**config.mk**
```make
export PLATFORM = sky130hd
export DESIGN_NAME = ifetch_stage_flat
export DESIGN_NICKNAME = d
export VERILOG_FILES = /design/src/rtl/ifetch_pkg.sv /design/src/rtl/ifetch_if.sv /design/src/rtl/ifetch_fifo.sv /design/src/rtl/ifetch_stage.sv /design/src/flat_wrapper.sv
export SDC_FILE = /design/constraint.sdc
export NUM_CORES = 1
export LEC_CHECK = 0
export ABC_CLOCK_PERIOD_IN_PS = 3000
export CORE_MARGIN = 4
export CORE_UTILIZATION = 45
export CTS_CLUSTER_DIAMETER = 80
export DETAILED_ROUTE_END_ITERATION = 16
export DONT_BUFFER_PORTS = 1
export GPL_TIMING_DRIVEN = 0
export MAX_ROUTING_LAYER = met4
export PLACE_DENSITY_LB_ADDON = 0.12
export SYNTH_ARGS = -nofsm -noshare
export SYNTH_HDL_FRONTEND = slang
export SYNTH_SLANG_ARGS = --single-unit
```
**constraint.sdc**
```tcl
create_clock -name clk_i -period 3 [get_ports clk_i]
set_input_delay 0.6 -clock clk_i [delete_from_list [all_inputs] [get_ports clk_i]]
set_output_delay 0.6 -clock clk_i [all_outputs]
set_load 0.005 [all_outputs]
```
**src/rtl/ifetch_pkg.sv**
```systemverilog
// ifetch_pkg: shared types and constants for the RV32IM instruction fetch stage.
//   fetch_entry_t  : one buffered fetch result {pc, instr}
//   fetch_state_t  : control FSM states {BOOT, RUN}
//   DEF_RESET_PC   : default first fetch address
//   PC_INC         : sequential PC step (one 32-bit instruction)
//   word_align()   : forces an address onto a word boundary
package ifetch_pkg;

  localparam logic [31:0] DEF_RESET_PC = 32'h0000_0000;
  localparam logic [31:0] PC_INC       = 32'd4;

  typedef struct packed {
    logic [31:0] pc;
    logic [31:0] instr;
  } fetch_entry_t;

  typedef enum logic {
    BOOT = 1'b0,
    RUN  = 1'b1
  } fetch_state_t;

  function automatic logic [31:0] word_align(input logic [31:0] addr);
    return {addr[31:2], 2'b00};
  endfunction

endpackage

```
**src/rtl/ifetch_if.sv**
```systemverilog
// ifetch_if: bundles the instruction-memory port, the execute redirect and
// the decode handshake of the fetch stage.
//   iaddr_o/ird_o/irdata_i            : synchronous instruction memory port
//   branch_taken_i/jump_addr_i        : redirect request from execute
//   stall_i                           : downstream cannot accept this cycle
//   if_valid_o/if_instr_o/if_pc_o     : presented instruction towards decode
// Modports: master = fetch stage, slave = memory/pipeline environment.
interface ifetch_if;

  logic [31:0] iaddr_o;
  logic        ird_o;
  logic [31:0] irdata_i;
  logic        branch_taken_i;
  logic [31:0] jump_addr_i;
  logic        stall_i;
  logic        if_valid_o;
  logic [31:0] if_instr_o;
  logic [31:0] if_pc_o;

  modport master (
    output iaddr_o, ird_o, if_valid_o, if_instr_o, if_pc_o,
    input  irdata_i, branch_taken_i, jump_addr_i, stall_i
  );

  modport slave (
    input  iaddr_o, ird_o, if_valid_o, if_instr_o, if_pc_o,
    output irdata_i, branch_taken_i, jump_addr_i, stall_i
  );

endinterface

```
**src/rtl/ifetch_fifo.sv**
```systemverilog
// ifetch_fifo: small circular skid buffer of fetch_entry_t.
//   clk, rst_n : clock, asynchronous active-low reset
//   push/wdata : write an entry at the tail
//   pop        : drop the head entry
//   flush      : discard all entries (wins over push/pop)
//   count      : number of stored entries, 0..DEPTH
//   head       : entry at the head (meaningful only when count != 0)
module ifetch_fifo
  import ifetch_pkg::*;
#(
  parameter int DEPTH = 2
) (
  input  logic                         clk,
  input  logic                         rst_n,
  input  logic                         push,
  input  fetch_entry_t                 wdata,
  input  logic                         pop,
  input  logic                         flush,
  output logic [$clog2(DEPTH+1)-1:0]   count,
  output fetch_entry_t                 head
);

  localparam int CW = $clog2(DEPTH + 1);
  localparam int PW = $clog2(DEPTH);

  fetch_entry_t  mem [DEPTH];
  logic [PW-1:0] rd_ptr;
  logic [PW-1:0] wr_ptr;

  // Pointers wrap explicitly so DEPTH need not be a power of two.
  function automatic logic [PW-1:0] ptr_next(input logic [PW-1:0] p);
    return (p == PW'(DEPTH - 1)) ? '0 : p + PW'(1);
  endfunction

  assign head = mem[rd_ptr];

  always_ff @(posedge clk or negedge rst_n) begin
    if (!rst_n) begin
      rd_ptr <= '0;
      wr_ptr <= '0;
      count  <= '0;
      for (int i = 0; i < DEPTH; i++) begin
        mem[i] <= '0;
      end
    end else if (flush) begin
      rd_ptr <= '0;
      wr_ptr <= '0;
      count  <= '0;
    end else begin
      if (push) begin
        mem[wr_ptr] <= wdata;
        wr_ptr      <= ptr_next(wr_ptr);
      end
      if (pop) begin
        rd_ptr <= ptr_next(rd_ptr);
      end
      // Simultaneous push and pop leaves the occupancy unchanged.
      if (push && !pop) begin
        count <= count + CW'(1);
      end else if (pop && !push) begin
        count <= count - CW'(1);
      end
    end
  end

  // The fetch issue rule reserves a slot for every in-flight request.
  no_overflow: assert property (@(posedge clk) disable iff (!rst_n)
    !(push && !pop && !flush && (count == CW'(DEPTH))));

endmodule

```
**src/rtl/ifetch_stage.sv**
```systemverilog
// ifetch_stage: RV32IM instruction fetch stage.
// Drives the synchronous instruction memory, buffers returned words in a
// skid FIFO and presents {pc, instr} to decode with a valid/stall handshake.
// Taken branches/jumps from execute redirect the PC and flush buffered work.
//   clk_i, reset_i : clock, asynchronous active-low reset
//   bus            : ifetch_if.master (memory port, redirect, decode handshake)
//   fetch_cnt_o    : accepted-instruction counter   (IFETCH_PERF_CNT_EN only)
//   flush_cnt_o    : discarded-entry counter        (IFETCH_PERF_CNT_EN only)
// Parameters: RESET_PC (word-aligned first fetch address), DEPTH (>= 2).
// Optional feature macro: IFETCH_PERF_CNT_EN.
module ifetch_stage
  import ifetch_pkg::*;
#(
  parameter logic [31:0] RESET_PC = DEF_RESET_PC,
  parameter int          DEPTH    = 2
) (
  input  logic        clk_i,
  input  logic        reset_i,
  ifetch_if.master    bus
`ifdef IFETCH_PERF_CNT_EN
  ,
  output logic [31:0] fetch_cnt_o,
  output logic [31:0] flush_cnt_o
`endif
);

  localparam int             CW      = $clog2(DEPTH + 1);
  localparam logic [CW:0]    DEPTH_V = (CW + 1)'(DEPTH);

  fetch_state_t    state_q;
  logic [31:0]     pc_q;
  logic            pend_q;
  logic [31:0]     pend_pc_q;

  logic [CW-1:0]   fifo_count;
  fetch_entry_t    fifo_head;
  fetch_entry_t    arrive_entry;
  fetch_entry_t    present_entry;
  logic [CW:0]     occupancy;
  logic            fifo_empty;
  logic            redirect;
  logic            issue;
  logic            present_valid;
  logic            accept;
  logic            push;
  logic            pop;

  assign redirect     = bus.branch_taken_i;
  assign fifo_empty   = (fifo_count == '0);
  assign arrive_entry = '{pc: pend_pc_q, instr: bus.irdata_i};

  // Buffered entries plus the in-flight request must leave room for one more
  // response, so the FIFO can never overflow.
  assign occupancy = {1'b0, fifo_count} + {{CW{1'b0}}, pend_q};
  assign issue     = (state_q == RUN) && !redirect && (occupancy < DEPTH_V);

  // The FIFO head has priority; an arriving word is bypassed only when the
  // FIFO is empty so program order is preserved.
  always_comb begin
    present_entry = '0;
    if (!fifo_empty) begin
      present_entry = fifo_head;
    end else if (pend_q) begin
      present_entry = arrive_entry;
    end
  end

  assign present_valid = !redirect && (!fifo_empty || pend_q);
  assign accept        = present_valid && !bus.stall_i;
  assign pop           = accept && !fifo_empty;
  assign push          = pend_q && !redirect && !(accept && fifo_empty);

  ifetch_fifo #(
    .DEPTH (DEPTH)
  ) u_fifo (
    .clk   (clk_i),
    .rst_n (reset_i),
    .push  (push),
    .wdata (arrive_entry),
    .pop   (pop),
    .flush (redirect),
    .count (fifo_count),
    .head  (fifo_head)
  );

  assign bus.iaddr_o    = pc_q;
  assign bus.ird_o      = issue;
  assign bus.if_valid_o = present_valid;
  assign bus.if_instr_o = present_entry.instr;
  assign bus.if_pc_o    = present_entry.pc;

  // Control FSM and PC/request tracking. A redirect loads the target even
  // during BOOT; the response to a request issued before a redirect is never
  // outstanding because no request is issued in the redirect cycle.
  always_ff @(posedge clk_i or negedge reset_i) begin
    if (!reset_i) begin
      state_q   <= BOOT;
      pc_q      <= RESET_PC;
      pend_q    <= 1'b0;
      pend_pc_q <= '0;
    end else begin
      case (state_q)
        BOOT:    state_q <= RUN;
        RUN:     state_q <= RUN;
        default: state_q <= BOOT;
      endcase

      if (redirect) begin
        pc_q <= word_align(bus.jump_addr_i);
      end else if (issue) begin
        pc_q <= pc_q + PC_INC;
      end

      pend_q <= issue;
      if (issue) begin
        pend_pc_q <= pc_q;
      end
    end
  end

`ifdef IFETCH_PERF_CNT_EN
  // A redirect discards every buffered entry plus the word arriving now.
  always_ff @(posedge clk_i or negedge reset_i) begin
    if (!reset_i) begin
      fetch_cnt_o <= '0;
      flush_cnt_o <= '0;
    end else begin
      if (accept) begin
        fetch_cnt_o <= fetch_cnt_o + 32'd1;
      end
      if (redirect) begin
        flush_cnt_o <= flush_cnt_o + 32'(fifo_count) + 32'(pend_q);
      end
    end
  end
`endif

endmodule

```
**src/flat_wrapper.sv**
```systemverilog
// flat-port wrapper written by rule: the top's interface ports become plain ports
module ifetch_stage_flat import ifetch_pkg::*;
#(
  parameter logic [31:0] RESET_PC = DEF_RESET_PC,
  parameter int          DEPTH    = 2
)
  (clk_i, reset_i, bus_iaddr_o, bus_ird_o, bus_if_valid_o, bus_if_instr_o, bus_if_pc_o, bus_irdata_i, bus_branch_taken_i, bus_jump_addr_i, bus_stall_i);
  ifetch_if bus_i ();
  input  logic clk_i;
  input  logic reset_i;
  output wire logic [$bits(bus_i.iaddr_o)-1:0] bus_iaddr_o;
  output wire logic [$bits(bus_i.ird_o)-1:0] bus_ird_o;
  output wire logic [$bits(bus_i.if_valid_o)-1:0] bus_if_valid_o;
  output wire logic [$bits(bus_i.if_instr_o)-1:0] bus_if_instr_o;
  output wire logic [$bits(bus_i.if_pc_o)-1:0] bus_if_pc_o;
  input wire logic [$bits(bus_i.irdata_i)-1:0] bus_irdata_i;
  input wire logic [$bits(bus_i.branch_taken_i)-1:0] bus_branch_taken_i;
  input wire logic [$bits(bus_i.jump_addr_i)-1:0] bus_jump_addr_i;
  input wire logic [$bits(bus_i.stall_i)-1:0] bus_stall_i;
  assign bus_iaddr_o = bus_i.iaddr_o;
  assign bus_ird_o = bus_i.ird_o;
  assign bus_if_valid_o = bus_i.if_valid_o;
  assign bus_if_instr_o = bus_i.if_instr_o;
  assign bus_if_pc_o = bus_i.if_pc_o;
  assign bus_i.irdata_i = bus_irdata_i;
  assign bus_i.branch_taken_i = bus_branch_taken_i;
  assign bus_i.jump_addr_i = bus_jump_addr_i;
  assign bus_i.stall_i = bus_stall_i;
  ifetch_stage #(.RESET_PC(RESET_PC), .DEPTH(DEPTH)) u_core (.clk_i(clk_i), .reset_i(reset_i), .bus(bus_i));
endmodule
```
# == Word-level counts from Yosys, hierarchy flattened ==
# Index checks and enable logic that the tools add are counted.
# totals
reg_bits,198
output_inout_bits,98
elab_cells,67
# classes
magnitude_cmp,4
addsub,6
n_mux,19
bitwise_logic,3
n_reduce_logical,24
# op_table
op,n
2-to-1 mux 64 bit,6
bitwise mux 128 bit,1
demux 64 bit (select 1 bit),1
2-to-1 mux 32 bit,2
adder 32 x 3 -> 32 bit (second input constant),1
logical AND 1 bit,11
logical NOT 1 bit,6
2-to-1 mux 1 bit,6
2-to-1 mux 2 bit,3
nonzero test 2 bit,3
>= comparator 2 bit (second input constant),2
NOT 1 -> 2 bit,2
adder 2 x 1 -> 3 bit,1
less-than comparator 3 x 2 -> 1 bit (second input constant),1
nonzero test 3 bit,1
adder 1 bit (second input constant),2
adder 2 x 1 -> 2 bit (second input constant),1
logical NOT 2 bit,1
less-than comparator 2 x 1 -> 1 bit (second input constant),1
AND reduction 2 bit,1
subtractor 2 x 1 -> 2 bit (second input constant),1
logical OR 1 bit,1
NOT 1 bit,1

# == Depth between registers and ports, before layout ==
# logic_depth
word_depth,13
ltp_mapped,7
mapped_depth_nobuf,6

# == Cells and area by module ==
# A second synthesis with hierarchy kept.
# unflattened
hier_cells,837
area_unflattened_um2,9839.4
# by_module_without_submodules
mod,area_each_um2,n_inst,cells_per_inst,seq_area_each_um2
ifetch_fifo,6033.3,1,359,3303.2
ifetch_stage,3806.2,1,478,1551.5

# == Worst setup path before layout ==
# Ideal clock, no wire load.
# synth_timing
path_kind,reg2out
startpoint,reg u_core.u_fifo.count[0]
endpoint,out bus_if_instr_o[10]
arrival_ps,1604
slack_ps,796
path_stages_with_launch,7
path_cell_list,dfrtp_1 -> buf_2 -> nor2_1 -> clkbuf_1 -> buf_1 -> nand3_1 -> o21ai_0
# synth_via
elab_chain_cells,2
# synth_lines
element,line_no,source
"start, declared",ifetch_fifo.sv:19,"output logic [$clog2(DEPTH+1)-1:0] count,"
"start signal, assigned",ifetch_fifo.sv:59,count <= count + CW'(1);
"start signal, assigned",ifetch_fifo.sv:61,count <= count - CW'(1);
logical NOT 2 bit,ifetch_stage.sv:49,assign fifo_empty = (fifo_count == '0);
2-to-1 mux 64 bit,ifetch_stage.sv:61,if (!fifo_empty) begin
"end, declared",flat_wrapper.sv:14,output wire logic [$bits(bus_i.if_instr_o)-1:0] bus_if_instr_o;
# Every way passes these cells.

# == Worst setup path after layout ==
# layout_timing
startpoint,reg u_core.pend_q
endpoint,out bus_if_pc_o[30]
# layout_via
elab_chain_cells,2
# layout_lines
element,line_no,source
"start, declared",ifetch_stage.sv:32,logic pend_q;
"start signal, assigned",ifetch_stage.sv:114,pend_q <= issue;
2-to-1 mux 64 bit,ifetch_stage.sv:63,end else if (pend_q) begin
2-to-1 mux 64 bit,ifetch_stage.sv:61,
"end, declared",flat_wrapper.sv:15,output wire logic [$bits(bus_i.if_pc_o)-1:0] bus_if_pc_o;
# Every way passes these cells.

==> flow_metrics.py <==
metrics = {
    "clock_tree": {
        "insertion_delay_ns": 0.43,
        "cts_max_level": 4,
        "cts_made_buffers": 17,
        "clk_pin_slew_ns": 0.07,
        "ctsLongestPathBuffers": 2,
        "cts_setup_buffers": 0,
        "cts-root-buf": "clkbuf_16",
        "cts_tree": "yes",
        "cts_num_sinks": 190,
    },
    "synth": {
        "synthSimpleGateAreaFrac": 0.09523,
        "yosys.area.top_type": "dfrtp_1",
        "synthFlopType": "dfrtp_1",
        "synthMuxAreaShare": 0.2612,
        "synth-seq-cells": 190,
        "ys_async_sr_fraction": 1.000,
        "ys_types": 36,
        "synth_area_leaders": "dfrtp_1 (53%), mux2_2 (19%), mux2i_1 (7.0%)",
        "ys_seq_area_frac": 0.5252,
        "yosysMostFrequentCell": "dfrtp_1",
        "synth-compound-area-share": 0.06054,
        "synth_top_family_by_area": "multiplexers",
        "synthXorXnorAreaFrac": 0.02612,
        "yosysWarningCount": 0,
        "avgSynthCellArea_um2": 11.80,
        "synth_fa_ha_area_frac": 0.001382,
        "synthTopCellsByCount": "dfrtp_1 (190), mux2_2 (154), o21ai_0 (92)",
        "synth_edf_count": 0,
        "yosysTopAreaCellShare": 0.5252,
        "syn_inst": 767,
        "synth.cell_area_um2": 9052,
    },
    "cells_and_area": {
        "area_growth_pct": 10.01,
        "drive_gt1_frac": 0.2766,
        "antenna_cells": 0,
        "final_cells": 1064,
        "nNetsFinal": 857,
        "fin_area_um2": 9958,
    },
    "floorplanning": {
        "core.rowCount": 51,
        "io_pins": 166,
        "initial_core_util": 0.4606,
        "fp.dieArea_um2": 22450,
        "die_w_um": 149.8,
        "core_um2": 19650,
        "die_h_um": 149.8,
    },
    "sta": {
        "slew_viol_final": 0,
        "fin_crit_ns": 2.830,
        "tns_ns": 0,
        "rsz0062_at_grt": "false",
        "slew_headroom": 0.2472,
        "hold_slack_ns": -0.1310,
        "skew_ns": 0.009846,
        "setup_violations": 0,
        "tightest_slew_ns": 1.121,
        "fmax_mhz": 353.3,
        "worst_slack_ns": 0.1699,
        "hold_viol": 190,
        "period_share": 0.9434,
    },
    "routing": {
        "drt-pass1-iter-count": 5,
        "wl_um": 22350,
        "drc_errors": 0,
        "vias": 6092,
        "routed_wire_length_per_instance_um": 21.01,
        "ant_nets": 0,
        "vias_per_cell": 5.726,
        "drtIter0Drc": 261,
    },
    "global_route": {
        "grt_pass1_wl_um": 35270,
        "antenna_found_initial": 0,
        "track_usage": 0.2076,
        "grt_pass1_vias": 6324,
        "grt_max_degree": 191,
        "overflow": 0,
    },
    "setup_path": {
        "cp_cell_sequence": "clkbuf_1 -> clkbuf_1 -> nand3_1 -> o21ai_0",
        "startpoint": "u_core.pend_q",
        "r2r_cells": 6,
        "cpMaxStageDelayCell": "clkbuf_1",
        "max_stage_delay_ns": 0.53,
        "crit_required_ns": 2.40,
        "cp-start-kind": "flop",
        "arrival_ns": 2.23,
        "end_kind": "output port",
        "crit_top_cell": "clkbuf_1",
        "cp_max_fo": 10,
        "regToRegStartpoint": "u_core.bus.iaddr_o[2]",
        "path_class": "reg -> out",
    },
    "place": {
        "placed_area_um2": 9395,
        "dp_hpwl_um": 15730,
        "dpl.cell_count": 1035,
        "io_buffer_count": 0,
        "pre_cts_ws_ns": -0.05244,
        "gp_congestion": 0.7764,
    },
    "power": {
        "vdd_drop_max_mv": 0.4059,
        "leakage_uw": 0.004129,
        "power_uw": 6611,
        "power_density_nw_per_um2": 663.8,
    },
    "job": {
        "cap_viol_max_count": 0,
    },
    "min_path": {
        "worstHoldPathType": "in -> async",
    },
    "run_status": {
        "violations": "negative hold slack",
        "run_status": "finished with violations",
    },
}
==> sequential cells by signal, summed over array words and instances, names as in the netlist <==
register / flops
u_core.bus.iaddr_o: 30
u_core.u_fifo.count: 2
u_core.u_fifo.rd_ptr: 1
u_core.pend_q: 1
u_core.state_q: 1
u_core.u_fifo.wr_ptr: 1
u_core.pend_pc_q: 30
u_core.u_fifo.mem: 124
==> cells by family (layout without fill, tap and decap cells) <==
group                    Yosys count  count (layout)
other                              2               5
AND/OR/NAND/NOR                  164             164
XOR/XNOR                          27              27
AO/OA/AOI/OAI                    105             105
flip-flops                       190             190
buffers and inverters             61              90
adder cells (fa/ha/maj)            1               1
multiplexers                     217             217
==> cell usage in the layout (no fill, tap or decap), types with 17 or more instances in the layout <==
master	netlist	routed
dfrtp_1	190	190
buf_2	18	23
xor2_1	20	20
clkbuf_1	29	26
mux2_2	154	154
nand2_1	40	40
nand3_1	77	77
clkbuf_16	0	17
mux2i_1	63	63
o21ai_0	92	92
==> power by group <==
part / switching (uW) / internal, uW
Combinational: 437 / 595
Sequential: 387 / 3120
Clock: 952 / 1120
Total: 1780 / 4830
==> metal layers <==
layer | track usage | part of all wire
met1 | 0.2569 | 0.43
met2 | 0.3422 | 0.50
met3 | 0.05360 | 0.063
met4 | 0.05306 | 0.011
met5 | - | 0
==> critical path, delay by kind of cell, from the launching register on <==
kind / cells / cell delay [ns]
buf+inv: 2 / 1.05
flops: 1 / 0.41
compound gates: 1 / 0.23
simple gates: 1 / 0.12
==> worst paths after layout <==
check                                         end  slack, ns
setup / recovery                  bus_if_pc_o[30]       0.17
hold / removal              u_core.u_fifo.mem[24]      -0.13
setup reg to reg           u_core.bus.iaddr_o[28]       0.46
hold reg to reg              u_core.u_fifo.mem[6]       0.50
max in group asynchronous   u_core.u_fifo.mem[55]       2.79
min in group clk_i          u_core.bus.iaddr_o[4]       0.29
==> layout make-up <==
class | instances | area (um2)
Multi-Input combinational cell | 519 | 4050
Clock buffer | 21 | 470.5
Sequential cell | 190 | 4755
Inverter | 3 | 11.26
Tap cell | 265 | 331.6
Clock inverter | 9 | 63.81
Fill cell | 1811 | 9696
Buffer | 57 | 276.5
==> stage by stage <==
stage               hold slack (ns)    util
CTS                         -0.1435  0.5064
detailed placement           0.3144  0.4780
finish                      -0.1310  0.5067
global placement             0.3116  0.4780
floorplan                    0.3044       -
global route                -0.1558  0.5067
==> timing repair <==
action,in CTS,in global routing
hold endpoints to repair,190,190
pin swaps,0,0
setup endpoints to repair,62,34
resized for setup,13,1
(Power assumes the default switching activity.)
